`src/rtl/trn_word_serializer.sv`:
```
// trn_word_serializer
//   Captures a WORD_W-bit result on a data_valid strobe and streams it as
//   ceil(WORD_W/8) bytes to a UART transmitter over the TxD_start/TxD_busy
//   handshake. MSB_FIRST selects the byte order. A start that is never
//   acknowledged by TxD_busy is written off after ACK_TIMEOUT cycles.
//   Strobes that arrive while a word is in flight are dropped and flagged.
//   Optional feature macro: TRN_HEADER_EN -- when defined, every word is
//   preceded by HEADER_BYTE.
module trn_word_serializer #(
  parameter int         WORD_W      = 16,
  parameter int         MSB_FIRST   = 0,
  parameter int         ACK_TIMEOUT = 15,
  parameter logic [7:0] HEADER_BYTE = 8'hA5
) (
  input  logic              clk,
  input  logic              rst,
  input  logic [WORD_W-1:0] data_in,
  input  logic              data_valid,
  output logic              in_ready,
  input  logic              TxD_busy,
  output logic              TxD_start,
  output logic [7:0]        TxD_data,
  output logic              word_done,
  output logic              overrun,
  output logic              overrun_sticky
);

  localparam int NBYTES = (WORD_W + 7) / 8;
  localparam int PAD_W  = NBYTES * 8;
`ifdef TRN_HEADER_EN
  localparam int HDR = 1;
`else
  localparam int HDR = 0;
`endif
  localparam int NSLOTS = NBYTES + HDR;
  localparam int IDX_W  = $clog2(NBYTES + 1);
  localparam int CNT_W  = $clog2(ACK_TIMEOUT + 1);
  localparam logic [IDX_W-1:0] LAST_IDX = IDX_W'(NSLOTS - 1);
  localparam logic [CNT_W-1:0] CNT_LAST = CNT_W'(ACK_TIMEOUT - 1);

  typedef enum logic [2:0] {
    S_IDLE      = 3'd0,
    S_LOAD      = 3'd1,
    S_WAIT_FREE = 3'd2,
    S_START     = 3'd3,
    S_WAIT_ACK  = 3'd4,
    S_WAIT_DONE = 3'd5,
    S_NEXT      = 3'd6
  } state_t;

  state_t           state;
  logic [PAD_W-1:0] hold;
  logic [IDX_W-1:0] idx;
  logic [CNT_W-1:0] cnt;

  // Byte for a transmit slot: slot 0 is the header when one is configured,
  // the remaining slots walk the zero-padded word in the configured order.
  function automatic logic [7:0] pick_byte(input logic [PAD_W-1:0] word,
                                           input logic [IDX_W-1:0] slot);
    int         pos;
    logic [7:0] b;
    b   = 8'h00;
    pos = int'(slot) - HDR;
    if (pos < 0) begin
      b = HEADER_BYTE;
    end else begin
      if (MSB_FIRST != 0) begin
        pos = NBYTES - 1 - pos;
      end
      for (int k = 0; k < NBYTES; k++) begin
        if (k == pos) begin
          b = word[k*8 +: 8];
        end
      end
    end
    return b;
  endfunction

  // A dropped strobe has to be flagged in the very cycle it is presented,
  // so this flag is decoded directly from the registered in_ready.
  assign overrun = data_valid & ~in_ready;

  // Sticky record of any dropped word; only reset clears it.
  always_ff @(posedge clk) begin
    if (rst) begin
      overrun_sticky <= 1'b0;
    end else if (overrun) begin
      overrun_sticky <= 1'b1;
    end else begin
      overrun_sticky <= overrun_sticky;
    end
  end

  // Transmit sequencer with registered handshake and status outputs.
  always_ff @(posedge clk) begin
    if (rst) begin
      state     <= S_IDLE;
      in_ready  <= 1'b1;
      TxD_start <= 1'b0;
      TxD_data  <= 8'h00;
      word_done <= 1'b0;
      hold      <= {PAD_W{1'b0}};
      idx       <= {IDX_W{1'b0}};
      cnt       <= {CNT_W{1'b0}};
    end else begin
      TxD_start <= 1'b0;
      word_done <= 1'b0;
      case (state)
        S_IDLE: begin
          if (data_valid) begin
            hold     <= PAD_W'(data_in);
            in_ready <= 1'b0;
            state    <= S_LOAD;
          end else begin
            in_ready <= 1'b1;
          end
        end
        S_LOAD: begin
          TxD_data <= pick_byte(hold, idx);
          state    <= S_WAIT_FREE;
        end
        S_WAIT_FREE: begin
          if (TxD_busy) begin
            state <= S_WAIT_FREE;
          end else begin
            TxD_start <= 1'b1;
            state     <= S_START;
          end
        end
        S_START: begin
          cnt   <= {CNT_W{1'b0}};
          state <= S_WAIT_ACK;
        end
        S_WAIT_ACK: begin
          if (TxD_busy) begin
            state <= S_WAIT_DONE;
          end else if (cnt == CNT_LAST) begin
            // No acknowledge inside the window: assume the byte went out.
            word_done <= (idx == LAST_IDX);
            state     <= S_NEXT;
          end else begin
            cnt <= cnt + CNT_W'(1);
          end
        end
        S_WAIT_DONE: begin
          if (TxD_busy) begin
            state <= S_WAIT_DONE;
          end else begin
            word_done <= (idx == LAST_IDX);
            state     <= S_NEXT;
          end
        end
        S_NEXT: begin
          if (idx == LAST_IDX) begin
            idx      <= {IDX_W{1'b0}};
            in_ready <= 1'b1;
            state    <= S_IDLE;
          end else begin
            idx   <= idx + IDX_W'(1);
            state <= S_LOAD;
          end
        end
        default: begin
          idx      <= {IDX_W{1'b0}};
          in_ready <= 1'b1;
          state    <= S_IDLE;
        end
      endcase
    end
  end

endmodule

```
`config.mk`:
```
export PLATFORM = sky130hd
export DESIGN_NAME = trn_word_serializer
export DESIGN_NICKNAME = d
export VERILOG_FILES = /design/src/rtl/trn_word_serializer.sv
export SDC_FILE = /design/constraint.sdc
export NUM_CORES = 1
export LEC_CHECK = 0
export CORE_UTILIZATION = 50
export CTS_CLUSTER_SIZE = 20
export DETAILED_ROUTE_END_ITERATION = 12
export GPL_TIMING_DRIVEN = 0
export PLACE_DENSITY_LB_ADDON = 0.1
export SLEW_MARGIN = 40
export SYNTH_ARGS = -nofsm -noshare
export SYNTH_HDL_FRONTEND = slang
export SYNTH_SLANG_ARGS = --single-unit
```
`constraint.sdc`:
```
create_clock -name clk -period 2 [get_ports clk]
set_input_delay 0.3 -clock clk [delete_from_list [all_inputs] [get_ports clk]]
set_output_delay 0.3 -clock clk [all_outputs]
set_load 0.01 [all_outputs]
```
==> results of run 1 <==
-- cell usage in the layout (no fill, tap or decap), types with 2 or more instances in the layout --
master,synthesis,final
inv_1,3,3
nor2_1,17,17
mux2i_1,9,9
o21ai_0,3,3
nor2b_1,3,3
nor3_1,10,10
buf_2,3,3
nand3_1,9,9
clkdlybuf4s50_1,0,31
clkbuf_4,0,5
buf_6,4,4
xor2_1,2,2
ha_1,6,6
clkbuf_1,6,6
a31oi_1,2,2
dfxtp_1,37,37
nand2b_1,4,4
clkbuf_8,0,2
nand2_1,35,35
a21oi_1,29,29
and3_1,2,2
-- how the worst max path moves through the flow --
stage                to  slack [ns]  depth (start not counted)
5_1_grt         overrun        0.06                          3
6_report        overrun        0.10                          3
2_1_floorplan  state[2]        0.56                          7
4_1_cts         overrun        0.09                          3
3_3_place_gp    overrun        0.13                          3
3_5_place_dp    overrun        0.09                          3
-- cell families after synthesis --
| logic type | Yosys count |
|---|---|
| simple gates | 90 |
| mux | 10 |
| flops | 37 |
| buf+inv | 18 |
| xor+xnor | 3 |
| compound gates | 36 |
| fa+ha+maj | 6 |
-- metal layers --
metal	wire, um	vias to the layer above
met3	217	6
met2	1665	48
met5	0	-
li1	-	756
met1	1626	644
met4	29	0
-- area by class of cell --
cell class / instances / area, um2 / share of cell area
clock inverter: 1 / 5.005 / 0.002375
clock buffer: 7 / 65.06 / 0.03088
tap: 44 / 55.05 / 0.02613
buffer: 14 / 90.09 / 0.04276
sequential: 37 / 740.7 / 0.3515
timing repair buffer: 31 / 310.3 / 0.1473
multi-input combinational: 145 / 825.8 / 0.3919
inverter: 4 / 15.01 / 0.007126
-- report_power, final --
part	internal [mW]	total [mW]	switching (mW)
clock	0.204	0.439	0.236
combinational	0.334	0.752	0.418
sequential	0.846	0.907	0.0611
-- worst max-delay path: stages --
cell,delay [ns]
clkdlybuf4s50_1,0.55
nor2b_1,0.19
clkdlybuf4s50_1,0.56
-- through the flow --
step | cells | setup WS, ns | utilization | hold slack (ns) | total power, mW
after global routing | 283 | 0.06357 | 0.6790 | 0.4279 | 2.239
final | 283 | 0.1042 | 0.6790 | 0.3929 | 2.099
after detailed placement | 275 | 0.09231 | 0.6565 | 0.4490 | 1.673
after floorplan | 200 | 0.5629 | - | 0.3787 | 1.443
after CTS | 283 | 0.09218 | 0.6790 | 0.3993 | 2.107
after global placement | 275 | 0.1259 | 0.6565 | 0.4416 | 1.649
-- state kept, by name, indices dropped and copies added (netlist names) --
register,count
TxD_start,1
word_done,1
idx,2
hold,16
in_ready,1
TxD_data,8
state,3
overrun_sticky,1
cnt,4
==> impl_metrics.ini, run 1 <==
[power]
ir_drop_mv = 0.6176
p_leak_nw = 0.7663
power.density_mw_per_mm2 = 996.2

[critical_path]
timing.rr.end = state[1]
crit_path_start_kind = input pin
arrival_ns = 1.60
rrSetupSlack_ns = 0.30
crit_fanout = 4
cp.required_ns = 1.70
crit_type = in2out
r2r-start = state[1]
cp-end-kind = output port
reg2reg_depth = 7
crit_start = data_valid

[floorplan]
row_count = 20
core_mm2 = 0.003103
start_util = 0.5387
die-area_mm2 = 0.003578
ios = 33
die_h_um = 59.82
die-width_um = 59.82

[worst_hold_path]
hold_end = in_ready
hp-class = in2reg
hold_depth = 3
hold_start = rst

[synthesis]
synth-seq-area-share = 0.4431
syn_inst = 200
post-synth-top-count-cell = dfxtp_1
synth.area.mux_share = 0.06063
post_synth_fa_ha_maj_area_fraction = 0.04491
synth-seq-cells = 37
synth-edff-count = 0
yosysWarnings = 0
synth_top_area_frac = 0.4431
synth-xor-area-share = 0.01572
synth_commonest_cells = dfxtp_1 (37), nand2_1 (35), a21oi_1 (29), nor2_1 (17), nor3_1 (10)
synthTopCellsByArea = dfxtp_1 (44%), a21oi_1 (8.7%), nand2_1 (7.9%)
yosys.area_share.simple = 0.2612
yosysTopAreaCell = dfxtp_1
synth_flop_cell = dfxtp_1
synth_top_family_by_area = simple AND/OR/NAND/NOR gates
yosysUniqueCellTypes = 34
syn-num-nets = 226
syn_avg_cell_area_um2 = 8.358
netlist_area_mm2 = 0.001672
synth_compound_area_frac = 0.1115
synthArstFlopShare = 0

[placed_design]
hpwl_um = 2714
portBuffers = 31
routabilityCongestion = 0.8013
placed_cell_area_mm2 = 0.002037

[sta]
setup_viol = 0
max_slew_margin = 0.6599
fin_crit_sh = 0.9479
rsz0062_at_grt = false
worstMarginPinSlew_ns = 0.5101
fmax_mhz = 527.5
tns_ns = 0
finalHoldViolations = 0
period_needed_ns = 1.896
skew_ns = 0.006814
report.final.slew_viol_count = 0

[final_layout]
antennaDiodeCount = 0
drive_gt1_frac = 0.09205
finalNetCount = 264
area_delta_synth_final_pct = 26.05
fillCellCount = 291
finalInstanceArea_mm2 = 0.002107

[drt]
avgViaCountPerCell = 5.138
routedWlPerCell_um = 12.50
vias = 1454
routed_wl_um = 3538
ant_nets = 0
drt_iter0_markers = 60
first_pass_iters = 4
drc = 0

[clocking]
clkLatencyLatePin_ns = 0.34
cts-buffers-inserted = 5
cts_setup_buffers = 0
holdBufCountCts = 0
cts_tree = built
htreeDepth = 2
clock_path_buffers = 2
cts_root_buf = clkbuf_4
clkSlewWorstSetupHoldPaths_ns = 0.10
cts_resized = 0
cts_sinks = 37

[global_routing]
grt-busiest-layer = met2
use_met3 = 0.06926
grt_use_met2 = 0.3508
grt_pass1_vias = 1323
grt_pass1_wl_um = 5871
track_usage = 0.2215
antenna_found_initial = 0
grt-ovfl-total = 0
grt_max_degree = 12
grt_use_met1 = 0.2932

[run_status]
status = complete, no violations

[flow_run]
max_cap_viol_count = 0
(Power assumes the default switching activity.)
==> inputs of run 2 (changes only) <==
--- a/config.mk
+++ b/config.mk
@@ -5,6 +5,7 @@
 export SDC_FILE = /design/constraint.sdc
 export NUM_CORES = 1
 export LEC_CHECK = 0
+export CORE_MARGIN = 2
 export CORE_UTILIZATION = 50
 export CTS_CLUSTER_SIZE = 20
 export DETAILED_ROUTE_END_ITERATION = 12
==> constraint.sdc (replaced) <==
create_clock -name clk -period 2 [get_ports clk]
set_input_delay 0.2 -clock clk [delete_from_list [all_inputs] [get_ports clk]]
set_output_delay 0.2 -clock clk [all_outputs]
set_load 0.01 [all_outputs]
==> run 2 against run 1 <==
Utilization shrank 1.0 points. Via count grew 0.48%. Global-route usage is essentially flat. Non-clock buffer count is the same. Critical endpoint unchanged.
==> impl_metrics.ini, run 2 (same netlist as run 1, synthesis figures left out) <==
[clocking]
cts_setup_buffers = 0
clock_path_buffers = 2
clkLatencyLatePin_ns = 0.33
cts_tree = built
cts_resized = 0
htreeDepth = 2
cts_root_buf = clkbuf_4
clkSlewWorstSetupHoldPaths_ns = 0.10
cts_sinks = 37
holdBufCountCts = 0
cts-buffers-inserted = 5

[drt]
drt_iter0_markers = 92
vias = 1461
drc = 0
avgViaCountPerCell = 5.181
routed_wl_um = 3733
first_pass_iters = 5
ant_nets = 0
routedWlPerCell_um = 13.24

[placed_design]
portBuffers = 31
routabilityCongestion = 0.8021
hpwl_um = 2850
placed_cells = 275
place_ws_ns = 0.2480

[global_routing]
grt_pass1_vias = 1452
grt-ovfl-total = 0
grt_max_degree = 11
grt_pass1_wl_um = 6189
track_usage = 0.2220
antenna_found_initial = 0

[final_layout]
largest-register = hold
area_delta_synth_final_pct = 25.15
top_regs = hold: 16 flops, TxD_data: 8 flops, cnt: 4 flops
final_cell_mix = dfxtp_1 (37), nand2_1 (35), clkdlybuf4s50_1 (31)
final_cells = 282
largest_reg_flops = 16
antennaDiodeCount = 0
drive_gt1_frac = 0.08403
finalNetCount = 264
final_common_cell = dfxtp_1
fillCellCount = 276

[floorplan]
row_count = 20
die-width_um = 61.82
core_mm2 = 0.003128
die_h_um = 61.82
ios = 33
start_util = 0.5344
die-area_mm2 = 0.003822

[sta]
max_slew_margin = 0.6835
fin_ws_ns = 0.2717
setup_viol = 0
period_needed_ns = 1.728
skew_ns = 0.004601
tns_ns = 0
worstMarginPinSlew_ns = 0.4747
finalHoldViolations = 0
fin_crit_sh = 0.8642
whs_ns = 0.3085
report.final.slew_viol_count = 0
fmax_mhz = 578.6
rsz0062_at_grt = false

[critical_path]
cp.required_ns = 1.80
path_cells = clkdlybuf4s50_1 > nor2b_1 > clkdlybuf4s50_1
crit_type = in2out
crit_buf_inv = 2
crit_family = buffers and inverters
arrival_ns = 1.53
slowest_stage = clkdlybuf4s50_1
crit_path_start_kind = input pin
max_stage_delay_ns = 0.57
crit_fanout = 4
cpMostUsedCell = clkdlybuf4s50_1
cp-end-kind = output port

[flow_run]
max_cap_viol_count = 0

[worst_hold_path]
hp-class = in2reg

[run_status]
status = complete, no violations

[power]
ir_drop_mv = 0.4964
p_leak_nw = 0.7564
power.density_mw_per_mm2 = 985.5
finalPower_mw = 2.062
[run 2: changes by cell type in the layout (fill, tap and decap cells not counted), sizes merged]
cell,before,now
clkinv,1,0
[run 2: final timing paths]
path | from | end | slack, ns | cells after the start
hold / removal | rst | idx[1] | 0.31 | 2
hold reg to reg | hold[7] | hold[7] | 0.46 | 2
setup / recovery | data_valid | overrun | 0.27 | 3
setup reg to reg | state[1] | state[2] | 0.28 | 7
[run 2: report_power, final]
part / switching, mW / internal (mW)
Combinational: 0.428 / 0.335
Clock: 0.225 / 0.166
Sequential: 0.0613 / 0.846
Total: 0.715 / 1.35
[run 2: layout make-up]
cell class / instances / area [um2] / area share
Inverter: 4 / 15.01 / 0.007177
Multi-Input combinational cell: 145 / 825.8 / 0.3947
Sequential cell: 37 / 740.7 / 0.3541
Buffer: 14 / 90.09 / 0.04306
Timing Repair Buffer: 31 / 310.3 / 0.1483
Tap cell: 44 / 55.05 / 0.02632
Clock buffer: 7 / 55.05 / 0.02632
[run 2: stage by stage]
stage | area (um2) | utilization
after global placement | 2037 | 0.6512
after global routing | 2092 | 0.6688
after detailed placement | 2037 | 0.6512
final | 2092 | 0.6688
after CTS | 2092 | 0.6688
after floorplan | 1672 | -
[run 2: per-layer routing]
layer	track usage	share of wire	up-vias
met5	0	0	-
met4	0.1216	0.0091	0
met3	0.05176	0.069	4
met2	0.3684	0.49	52
met1	0.2647	0.43	656
li1	-	-	749
